--- src/rtl/instr_encoder_writer_if.sv ---
// instr_encoder_writer_if: field-bundle stream in, imem write port and status out
interface instr_encoder_writer_if #(
  parameter int INSTR_W = 16,
  parameter int OP_W    = 4,
  parameter int REG_W   = 3,
  parameter int ADDR_W  = 8
);
  logic               start;
  logic               in_valid;
  logic               in_ready;
  logic [OP_W-1:0]    in_op;
  logic [REG_W-1:0]   in_rd;
  logic [REG_W-1:0]   in_rs;
  logic [REG_W-1:0]   in_rt;
  logic [INSTR_W-1:0] in_imm;
  logic               mem_we;
  logic [ADDR_W-1:0]  mem_addr;
  logic [INSTR_W-1:0] mem_wdata;
  logic               done;
  logic               err;
  logic [ADDR_W:0]    prog_len;
  modport master (
    output start, in_valid, in_op, in_rd, in_rs, in_rt, in_imm,
    input  in_ready, mem_we, mem_addr, mem_wdata, done, err, prog_len
  );
  modport slave (
    input  start, in_valid, in_op, in_rd, in_rs, in_rt, in_imm,
    output in_ready, mem_we, mem_addr, mem_wdata, done, err, prog_len
  );
endinterface

--- src/rtl/instr_encoder_writer.sv ---
// instr_encoder_writer: packs instruction field bundles into words and writes them to imem from address 0
module instr_encoder_writer #(
  parameter int INSTR_W = 16,
  parameter int OP_W    = 4,
  parameter int REG_W   = 3,
  parameter int ADDR_W  = 8,
  parameter logic [OP_W-1:0] OP_HALT = '1
) (
  input logic                    clk,
  input logic                    rst_n,
  instr_encoder_writer_if.slave  bus
);
  localparam int IMM_W = INSTR_W - OP_W - 2*REG_W;
  localparam int PAD_W = IMM_W - REG_W;
  localparam logic [ADDR_W:0] DEPTH = {1'b1, {ADDR_W{1'b0}}};
  typedef enum logic [2:0] {IDLE, RUN, WRITE, DONE, ERR} state_t;
  state_t             state_q, state_d;
  logic [ADDR_W:0]    ptr_q, ptr_d, ptr_inc;
  logic [ADDR_W-1:0]  addr_q, addr_d;
  logic [INSTR_W-1:0] word_q, word_d, word;
  logic               halt_q, halt_d;
  logic [1:0]         cls;
  logic               accept, imm_ovf, capture;
  assign cls     = bus.in_op[OP_W-1 -: 2];
  assign accept  = bus.in_valid && state_q == RUN;
  assign ptr_inc = ptr_q + (ADDR_W+1)'(1);
  // the immediate fits only if every bit above the field repeats its sign bit
  assign imm_ovf = cls == 2'b01 &&
                   bus.in_imm[INSTR_W-1:IMM_W-1] != {(INSTR_W-IMM_W+1){bus.in_imm[IMM_W-1]}};
  assign capture = accept && !imm_ovf && !bus.start;
  assign word = cls == 2'b00 ? INSTR_W'({bus.in_op, bus.in_rd, bus.in_rs, bus.in_rt}) << PAD_W :
                cls == 2'b01 ? {bus.in_op, bus.in_rd, bus.in_rs, bus.in_imm[IMM_W-1:0]} :
                               INSTR_W'(bus.in_op) << (INSTR_W - OP_W);
  always_comb begin
    state_d = state_q;
    ptr_d   = ptr_q;
    addr_d  = capture ? ptr_q[ADDR_W-1:0] : addr_q;
    word_d  = capture ? word : word_q;
    halt_d  = capture ? bus.in_op == OP_HALT : halt_q;
    if (bus.start) begin
      state_d = RUN;
      ptr_d   = '0;
    end else if (state_q == WRITE) begin
      state_d = halt_q ? DONE : ptr_inc == DEPTH ? ERR : RUN;
      ptr_d   = ptr_inc;
    end else if (accept) begin
      state_d = imm_ovf ? ERR : WRITE;
    end
  end
  always_ff @(posedge clk or negedge rst_n) begin
    if (!rst_n) begin
      state_q <= IDLE;
      ptr_q   <= '0;
      addr_q  <= '0;
      word_q  <= '0;
      halt_q  <= 1'b0;
    end else begin
      state_q <= state_d;
      ptr_q   <= ptr_d;
      addr_q  <= addr_d;
      word_q  <= word_d;
      halt_q  <= halt_d;
    end
  end
  assign bus.in_ready  = state_q == RUN;
  assign bus.mem_we    = state_q == WRITE;
  assign bus.mem_addr  = addr_q;
  assign bus.mem_wdata = word_q;
  assign bus.done      = state_q == DONE;
  assign bus.err       = state_q == ERR;
  assign bus.prog_len  = ptr_q;
endmodule

--- src/flat_wrapper.sv ---
// flat-port wrapper written by rule: the top's interface ports become plain ports
module instr_encoder_writer_flat 
#(
  parameter int INSTR_W = 16,
  parameter int OP_W    = 4,
  parameter int REG_W   = 3,
  parameter int ADDR_W  = 8,
  parameter logic [OP_W-1:0] OP_HALT = '1
)
  (clk, rst_n, bus_start, bus_in_valid, bus_in_op, bus_in_rd, bus_in_rs, bus_in_rt, bus_in_imm, bus_in_ready, bus_mem_we, bus_mem_addr, bus_mem_wdata, bus_done, bus_err, bus_prog_len);
  instr_encoder_writer_if #(.INSTR_W(INSTR_W), .OP_W(OP_W), .REG_W(REG_W), .ADDR_W(ADDR_W)) bus_i ();
  input logic clk;
  input logic rst_n;
  input wire logic [$bits(bus_i.start)-1:0] bus_start;
  input wire logic [$bits(bus_i.in_valid)-1:0] bus_in_valid;
  input wire logic [$bits(bus_i.in_op)-1:0] bus_in_op;
  input wire logic [$bits(bus_i.in_rd)-1:0] bus_in_rd;
  input wire logic [$bits(bus_i.in_rs)-1:0] bus_in_rs;
  input wire logic [$bits(bus_i.in_rt)-1:0] bus_in_rt;
  input wire logic [$bits(bus_i.in_imm)-1:0] bus_in_imm;
  output wire logic [$bits(bus_i.in_ready)-1:0] bus_in_ready;
  output wire logic [$bits(bus_i.mem_we)-1:0] bus_mem_we;
  output wire logic [$bits(bus_i.mem_addr)-1:0] bus_mem_addr;
  output wire logic [$bits(bus_i.mem_wdata)-1:0] bus_mem_wdata;
  output wire logic [$bits(bus_i.done)-1:0] bus_done;
  output wire logic [$bits(bus_i.err)-1:0] bus_err;
  output wire logic [$bits(bus_i.prog_len)-1:0] bus_prog_len;
  assign bus_i.start = bus_start;
  assign bus_i.in_valid = bus_in_valid;
  assign bus_i.in_op = bus_in_op;
  assign bus_i.in_rd = bus_in_rd;
  assign bus_i.in_rs = bus_in_rs;
  assign bus_i.in_rt = bus_in_rt;
  assign bus_i.in_imm = bus_in_imm;
  assign bus_in_ready = bus_i.in_ready;
  assign bus_mem_we = bus_i.mem_we;
  assign bus_mem_addr = bus_i.mem_addr;
  assign bus_mem_wdata = bus_i.mem_wdata;
  assign bus_done = bus_i.done;
  assign bus_err = bus_i.err;
  assign bus_prog_len = bus_i.prog_len;
  instr_encoder_writer #(.INSTR_W(INSTR_W), .OP_W(OP_W), .REG_W(REG_W), .ADDR_W(ADDR_W), .OP_HALT(OP_HALT)) u_core (.clk(clk), .rst_n(rst_n), .bus(bus_i));
endmodule
--- config.mk ---
export PLATFORM = sky130hd
export DESIGN_NAME = instr_encoder_writer_flat
export DESIGN_NICKNAME = d
export VERILOG_FILES = /design/src/rtl/instr_encoder_writer_if.sv /design/src/rtl/instr_encoder_writer.sv /design/src/flat_wrapper.sv
export SDC_FILE = /design/constraint.sdc
export NUM_CORES = 1
export LEC_CHECK = 0
export BUFFER_PORTS_ARGS = -buffer_cell sky130_fd_sc_hd__clkbuf_2
export CAP_MARGIN = 20
export CORE_ASPECT_RATIO = 1.5
export CORE_MARGIN = 1
export CORE_UTILIZATION = 50
export DETAILED_ROUTE_END_ITERATION = 8
export PLACE_DENSITY = 0.91
export SETUP_SLACK_MARGIN = 0.05
export SYNTH_ARGS = -nofsm -noshare
export SYNTH_HDL_FRONTEND = slang
export SYNTH_SLANG_ARGS = --single-unit
--- constraint.sdc ---
create_clock -name clk -period 4.07 [get_ports clk]
set_clock_uncertainty 0.2 [all_clocks]
set_input_delay 0.814 -clock clk [delete_from_list [all_inputs] [get_ports clk]]
set_output_delay 0.814 -clock clk [all_outputs]
set_load 0.02 [all_outputs]
==> metrics, run 1 <==
status completed; # DRC 0; Yosys warning total 0; hold_buf cts 0; pre-CTS setup slack 1.48 ns; Required @ worst endpoint 3.06 ns; clock buffer count from CTS 5; cell area after layout 0.00228 mm²; RePlAce Congestion 0.800; Internal 0.683 mW; n_diodes 0; combinational fraction of design power 19.9%; fin. max-slew vios 0; Area Growth Syn to Fin 26.0%; dpl hpwl 2.87 mm; Slew HR 40.6%; Yosys reg bits 37; Fin. Hold Viols 0; DR iter-0 viols 33; drt first pass iters 4; final setup fails 0; vias per cell 5.35; VDD IR max 349 µV; syn avg cell area 10.4 µm²; Worst Setup EP bus_mem_we; Distinct cells, synth 36; number of I/O port buffers 69; GRT overflow 0; setup bufs post-CTS 0; grt peak-use layer met2; antenna violations before repair 0; sequential power share 45.5%; synthesized area 0.00181 mm²; cts repair resizes 0; die area 0.00387 mm²; startpoint types register; Reg-to-Reg Start u_core.bus.prog_len[0]$_DFFE_PN0P_; clock buffer depth 2; clk slew on worst S/H paths 0.07 ns; top_reg_cell synth dfrtp_1; Max Fanout on Critical Path 13; H-tree depth 2; sw frac 28.9%; Starting Density 52.9%; I/O pin total 70; Psw 0.277 mW; worst reg-to-reg path cell count 5; die width 51.1 µm; Routed Antenna Nets 0; Max Freq 0.422 GHz; row count 26; fraction of layout cells with a size suffix above 1 37.2%; drt wl/cell 13.4 µm; CTS Sinks 37; CORE AREA 0.00342 mm²; Clk pwr share 34.6%; Multi-input gate area 808 µm²; die height 75.6 µm; vias in the first global route 1401; Hold Path Class reg2reg; clk_lat worst skew 0.29 ns; global-route wire length before repair 6.11 mm; pin count of the biggest net entering global routing 39; pwr dens 421 mW/mm²; routed vias 1520; period utilisation layout 58.2%; final wirelength 3.80 mm; # nets final 276; Syn Nets 209; Arr. time, crit path 1.36 ns; met2 usage 40.5%; RSZ-0062 raised after global routing no; number of synthesized flops with an enable pin 0; CTS tree yes; filler instances 293; hold path depth 2; All-Layer GR Usage 21.6%; setup TNS 0 ns; root buffer selected by CTS clkbuf_8; M3 GR Usage 5.99%; FF/Latch Area 926 µm²; CP Launch Point u_core.state_q[0]$_DFFE_PN0P_; GR Layer Usage met1 22.9%; post-place instance area 0.00216 mm²; Pleak 1.18 nW; Least-Margin Pin Slew 0.891 ns; Async S/R FF share, synth 100%; worst setup margin 1.70 ns; post-synthesis cell count 174; RR Endpoint u_core.state_q[0]$_DFFE_PN0P_; critical setup path kind reg2out; Worst setup EP type output port; Seq/Total Area, Yosys 51.2%; reg2reg setup slack 1.91 ns; Tmin final 2.37 ns; max-cap violations 0
stage by stage:
stage	power, mW	instances	hold WS, ns	utilization [%]
2_1_floorplan	0.555	174	0.250	-
3_3_place_gp	0.631	276	0.262	63.2
3_5_place_dp	0.636	276	0.273	63.2
4_1_cts	0.968	284	0.289	66.7
5_1_grt	1.00	284	0.316	66.7
6_report	0.960	284	0.293	66.7
synthesized netlist by cell type, types with 4 or more instances:
cell	instances	area, µm²
nand2b_1	6	37.5
and3_1	5	31.3
o21ai_0	8	40.0
dfrtp_1	37	926
nand2_1	20	75.1
nand4_1	6	37.5
nand3_1	5	25.0
buf_2	5	25.0
a21oi_1	5	25.0
mux2_2	10	113
nor2_1	12	45.0
mux2i_1	4	40.0
o31ai_1	4	30.0
xor2_1	6	52.6
per-layer routing:
layer / vias to the layer above / share of wire (%)
met4: 0 / 1.5
li1: 748 / -
met5: - / 0
met3: 5 / 5.0
met1: 717 / 40
met2: 50 / 54
how the worst min path moves through the flow:
stage / start / to / slack [ns]
2_1_floorplan: u_core.halt_q$_DFFE_PN0P_ / u_core.halt_q$_DFFE_PN0P_ / 0.25
3_3_place_gp: u_core.halt_q$_DFFE_PN0P_ / u_core.halt_q$_DFFE_PN0P_ / 0.26
3_5_place_dp: u_core.halt_q$_DFFE_PN0P_ / u_core.halt_q$_DFFE_PN0P_ / 0.27
4_1_cts: u_core.halt_q$_DFFE_PN0P_ / u_core.halt_q$_DFFE_PN0P_ / 0.29
5_1_grt: u_core.bus.mem_wdata[3]$_DFFE_PN0P_ / u_core.bus.mem_wdata[3]$_DFFE_PN0P_ / 0.32
6_report: u_core.bus.mem_wdata[5]$_DFFE_PN0P_ / u_core.bus.mem_wdata[5]$_DFFE_PN0P_ / 0.29
state kept, by name, summed over array words and instances (netlist names):
register and flops:
u_core.halt_q 1, u_core.state_q 3, u_core.bus.mem_addr 8, u_core.bus.prog_len 9, u_core.bus.mem_wdata 16
power groups by stage:
stage / Sequential [mW] / Clock [mW] / Combinational [mW]
final: 0.437 / 0.333 / 0.191
after global routing: 0.441 / 0.354 / 0.208
after CTS: 0.436 / 0.338 / 0.194
after detailed placement: 0.441 / 0 / 0.194
after global placement: 0.443 / 0 / 0.188
after floorplan: 0.489 / 0 / 0.0659
cell type report:
| cell class | count | area share, % |
|---|---|---|
| flip-flops and latches | 37 | 40.6 |
| multi-input cells | 123 | 35.5 |
| repair buffers | 71 | 15.8 |
| clock buffers | 6 | 3.62 |
| well taps | 42 | 2.31 |
| clock inverters | 2 | 1.65 |
| inverters | 3 | 0.494 |
placed cells by master (no fill, tap or decap), types with 4 or more instances in the layout:
master	synthesis	layout
a21oi_1	5	5
and3_1	5	5
clkbuf_2	0	69
clkbuf_8	0	6
dfrtp_1	37	37
mux2_2	10	10
mux2i_1	4	4
nand2_1	20	20
nand2b_1	6	6
nand3_1	5	5
nand4_1	6	6
nor2_1	12	12
o21ai_0	8	8
o31ai_1	4	4
xor2_1	6	6
critical path: stages, from the launching register on:
cell,delay (ns)
dfrtp_1,0.43
nor3b_1,0.22
buf_4,0.23
clkbuf_2,0.20
cells by family (layout without fill, tap and decap cells):
| logic type | Yosys count | count (layout) | synth area share [%] |
|---|---|---|---|
| simple gates | 67 | 67 | 19.0 |
| flops | 37 | 37 | 51.2 |
| compound gates | 30 | 30 | 10.5 |
| fa+ha+maj | 2 | 2 | 1.38 |
| xor+xnor | 8 | 8 | 3.88 |
| mux | 16 | 16 | 9.69 |
| buf+inv | 14 | 82 | 4.29 |
(Power assumes the default switching activity.)
==> run 2, diff against run 1 <==
--- a/config.mk
+++ b/config.mk
@@ -9,9 +9,9 @@
 export CAP_MARGIN = 20
 export CORE_ASPECT_RATIO = 1.5
 export CORE_MARGIN = 1
-export CORE_UTILIZATION = 50
+export CORE_UTILIZATION = 43
 export DETAILED_ROUTE_END_ITERATION = 8
-export PLACE_DENSITY = 0.91
+export PLACE_DENSITY = 0.84
 export SETUP_SLACK_MARGIN = 0.05
 export SYNTH_ARGS = -nofsm -noshare
 export SYNTH_HDL_FRONTEND = slang
==> constraint.sdc (replaced) <==
create_clock -name clk -period 2.1 [get_ports clk]
set_clock_uncertainty 0.2 [all_clocks]
set_input_delay 0.42 -clock clk [delete_from_list [all_inputs] [get_ports clk]]
set_output_delay 0.42 -clock clk [all_outputs]
set_load 0.02 [all_outputs]
==> run 2 against run 1 <==
  * Wire length rose by 3.9%
  * Register-to-register slack got worse by 1.8 ns
  * Combinational power rose by 110%
  * Clock power up 44%
  * Flip-flop and latch count unchanged
  * Global-route usage decreased by 2.1 points
  * Total power up 79%
  * Highest routed layer unchanged
==> metrics, run 2 (synthesis results as in run 1) <==
Hold Path Class in2reg (was reg2reg); antenna violations before repair 0 (unchanged); I/O pin total 70 (unchanged); critical setup path kind reg2reg (was reg2out); fin. max-slew vios 0 (unchanged); pin count of the biggest net entering global routing 31 (was 39); Psw 0.533 mW (was 0.277 mW); RePlAce Congestion 0.834 (was 0.800); Max Freq 0.505 GHz; startpoint types register (unchanged); clk_lat worst skew 0.29 ns (about the same); final wirelength 3.95 mm (was 3.80 mm); post-place instance area 0.00223 mm² (was 0.00216 mm²); dpl hpwl 2.93 mm (was 2.87 mm); clock buffer count from CTS 5 (unchanged); GR Layer Usage met1 22.1% (was 22.9%); grt peak-use layer met2 (unchanged); pwr dens 719 mW/mm² (was 421 mW/mm²); drt wl/cell 13.0 µm (was 13.4 µm); H-tree depth 2 (unchanged); final setup fails 0 (unchanged); DR iter-0 viols 19 (was 33); drt first pass iters 4 (unchanged); n_diodes 0 (unchanged); Fin. Hold Viols 0 (unchanged); worst setup margin 0.120 ns (was 1.70 ns); clock buffer depth 2 (unchanged); Hold Slack 0.150 ns (was 0.293 ns); Required @ worst endpoint 2.08 ns (was 3.06 ns); number of I/O port buffers 69 (unchanged); max-cap violations 0 (unchanged); # DRC 0 (unchanged); row count 28 (was 26); Routed Antenna Nets 0 (unchanged); status completed (unchanged); global-route wire length before repair 6.22 mm (was 6.11 mm); RSZ-0062 raised after global routing yes (was no); Internal 1.19 mW (was 0.683 mW); Tmin final 1.98 ns; # nets final 293 (was 276); CTS tree yes (unchanged); Least-Margin Pin Slew 0.327 ns (was 0.891 ns); filler instances 372 (was 293); VDD IR max 547 µV (was 349 µV); Final Util 59.8% (was 66.7%); Max Fanout on Critical Path 7 (was 13); die height 81.4 µm (was 75.6 µm); routed vias 1577 (was 1520); M3 GR Usage 5.19% (was 5.99%); All-Layer GR Usage 19.4% (was 21.6%); Clk pwr share 27.9% (was 34.6%); Starting Density 45.3% (was 52.9%); sequential power share 49.2% (was 45.5%); CTS Sinks 37 (unchanged); most frequent cells in the layout clkbuf_2 (69), dfrtp_1 (34), nand2_1 (20) (was clkbuf_2 (69), dfrtp_1 (37), nand2_1 (20)); period utilisation layout 94.3%; CORE AREA 0.00399 mm² (was 0.00342 mm²); placed insts 288 (was 276); sw frac 31.0% (was 28.9%); Worst setup EP type register (was output port); root buffer selected by CTS clkbuf_8 (unchanged); Arr. time, crit path 1.96 ns (was 1.36 ns); die area 0.00447 mm² (was 0.00387 mm²); Pleak 1.25 nW (was 1.18 nW); vias in the first global route 1408 (was 1401); clk slew on worst S/H paths 0.07 ns (about the same); fraction of layout cells with a size suffix above 1 42.9% (was 37.2%); vias per cell 5.19 (was 5.35); pre-CTS setup slack 0.0874 ns (was 1.48 ns); Largest register FFs 16 (unchanged); Area Growth Syn to Fin 32.2% (was 26.0%); Slew HR 78.0% (was 40.6%); GRT overflow 0 (unchanged); most common cell after layout, fill and taps aside clkbuf_2 (unchanged); met2 usage 32.7% (was 40.5%); combinational fraction of design power 22.9% (was 19.9%); non-filler cells, final 304 (was 284); cell area after layout 0.00239 mm² (was 0.00228 mm²); die width 54.9 µm (was 51.1 µm); Final Power 1.72 mW (was 0.960 mW); setup TNS 0 ns (unchanged)
run 2: cell types whose count changed in the layout (fill, tap and decap cells not counted), moves of 2 or more:
cell and change:
clkinv_2 +2, dfrtp_2 +3, buf_4 +16, dfrtp_1 -3
run 2: final cells by class:
cell class,count,area [µm²],area share [%]
flip-flops and latches,37,930,38.9
multi-input cells,123,820,34.3
repair buffers,88,490,20.5
clock buffers,6,72.6,3.04
well taps,45,56.3,2.36
inverters,3,11.3,0.471
clock inverters,2,10.0,0.419
run 2: per-layer routing:
layer	routed length [µm]	up-vias	part of all wire, %
li1	-	782	-
met1	1520	734	39
met2	2100	54	53
met3	238	7	6.0
met4	83	0	2.1
met5	0	-	0
run 2: worst paths after layout:
kind | startpoint | cells past startpoint | endpoint | slack (ns)
worst min-delay path | bus_in_rd[1] | 3 | u_core.bus.mem_wdata[10]$_DFFE_PN0P_ | 0.15
worst min register to register | u_core.bus.mem_wdata[9]$_DFFE_PN0P_ | 2 | u_core.bus.mem_wdata[9]$_DFFE_PN0P_ | 0.28
max in group asynchronous | rst_n | 3 | u_core.bus.prog_len[0]$_DFFE_PN0P_ | 0.85
worst max register to register | u_core.bus.prog_len[0]$_DFFE_PN0P_ | 6 | u_core.state_q[0]$_DFFE_PN0P_ | 0.12
min in group asynchronous | rst_n | 2 | u_core.bus.mem_wdata[0]$_DFFE_PN0P_ | 0.33
worst max-delay path | u_core.bus.prog_len[0]$_DFFE_PN0P_ | 6 | u_core.state_q[0]$_DFFE_PN0P_ | 0.12
run 2: repair_timing:
action,4_1_cts,5_1_grt
hold endpoints to repair,9,0
gates resized for setup,0,4
setup buffers,0,7
hold buffers,1,0
endpoints found under the setup margin,0,3
run 2: power groups by stage:
| stage | clock [mW] | sequential [mW] | combinational, mW |
|---|---|---|---|
| 2_1_floorplan | 0 | 0.948 | 0.128 |
| 3_3_place_gp | 0 | 0.856 | 0.378 |
| 3_5_place_dp | 0 | 0.857 | 0.388 |
| 4_1_cts | 0.495 | 0.847 | 0.391 |
| 5_1_grt | 0.526 | 0.857 | 0.425 |
| 6_report | 0.480 | 0.846 | 0.394 |
run 2: worst max-delay path, cell delays in order (launching register included):
cell and delay (ns):
dfrtp_2 0.43, ha_2 0.24, and2_4 0.18, and3_1 0.15, o221ai_1 0.11, o32a_1 0.37
a31o_1 0.19
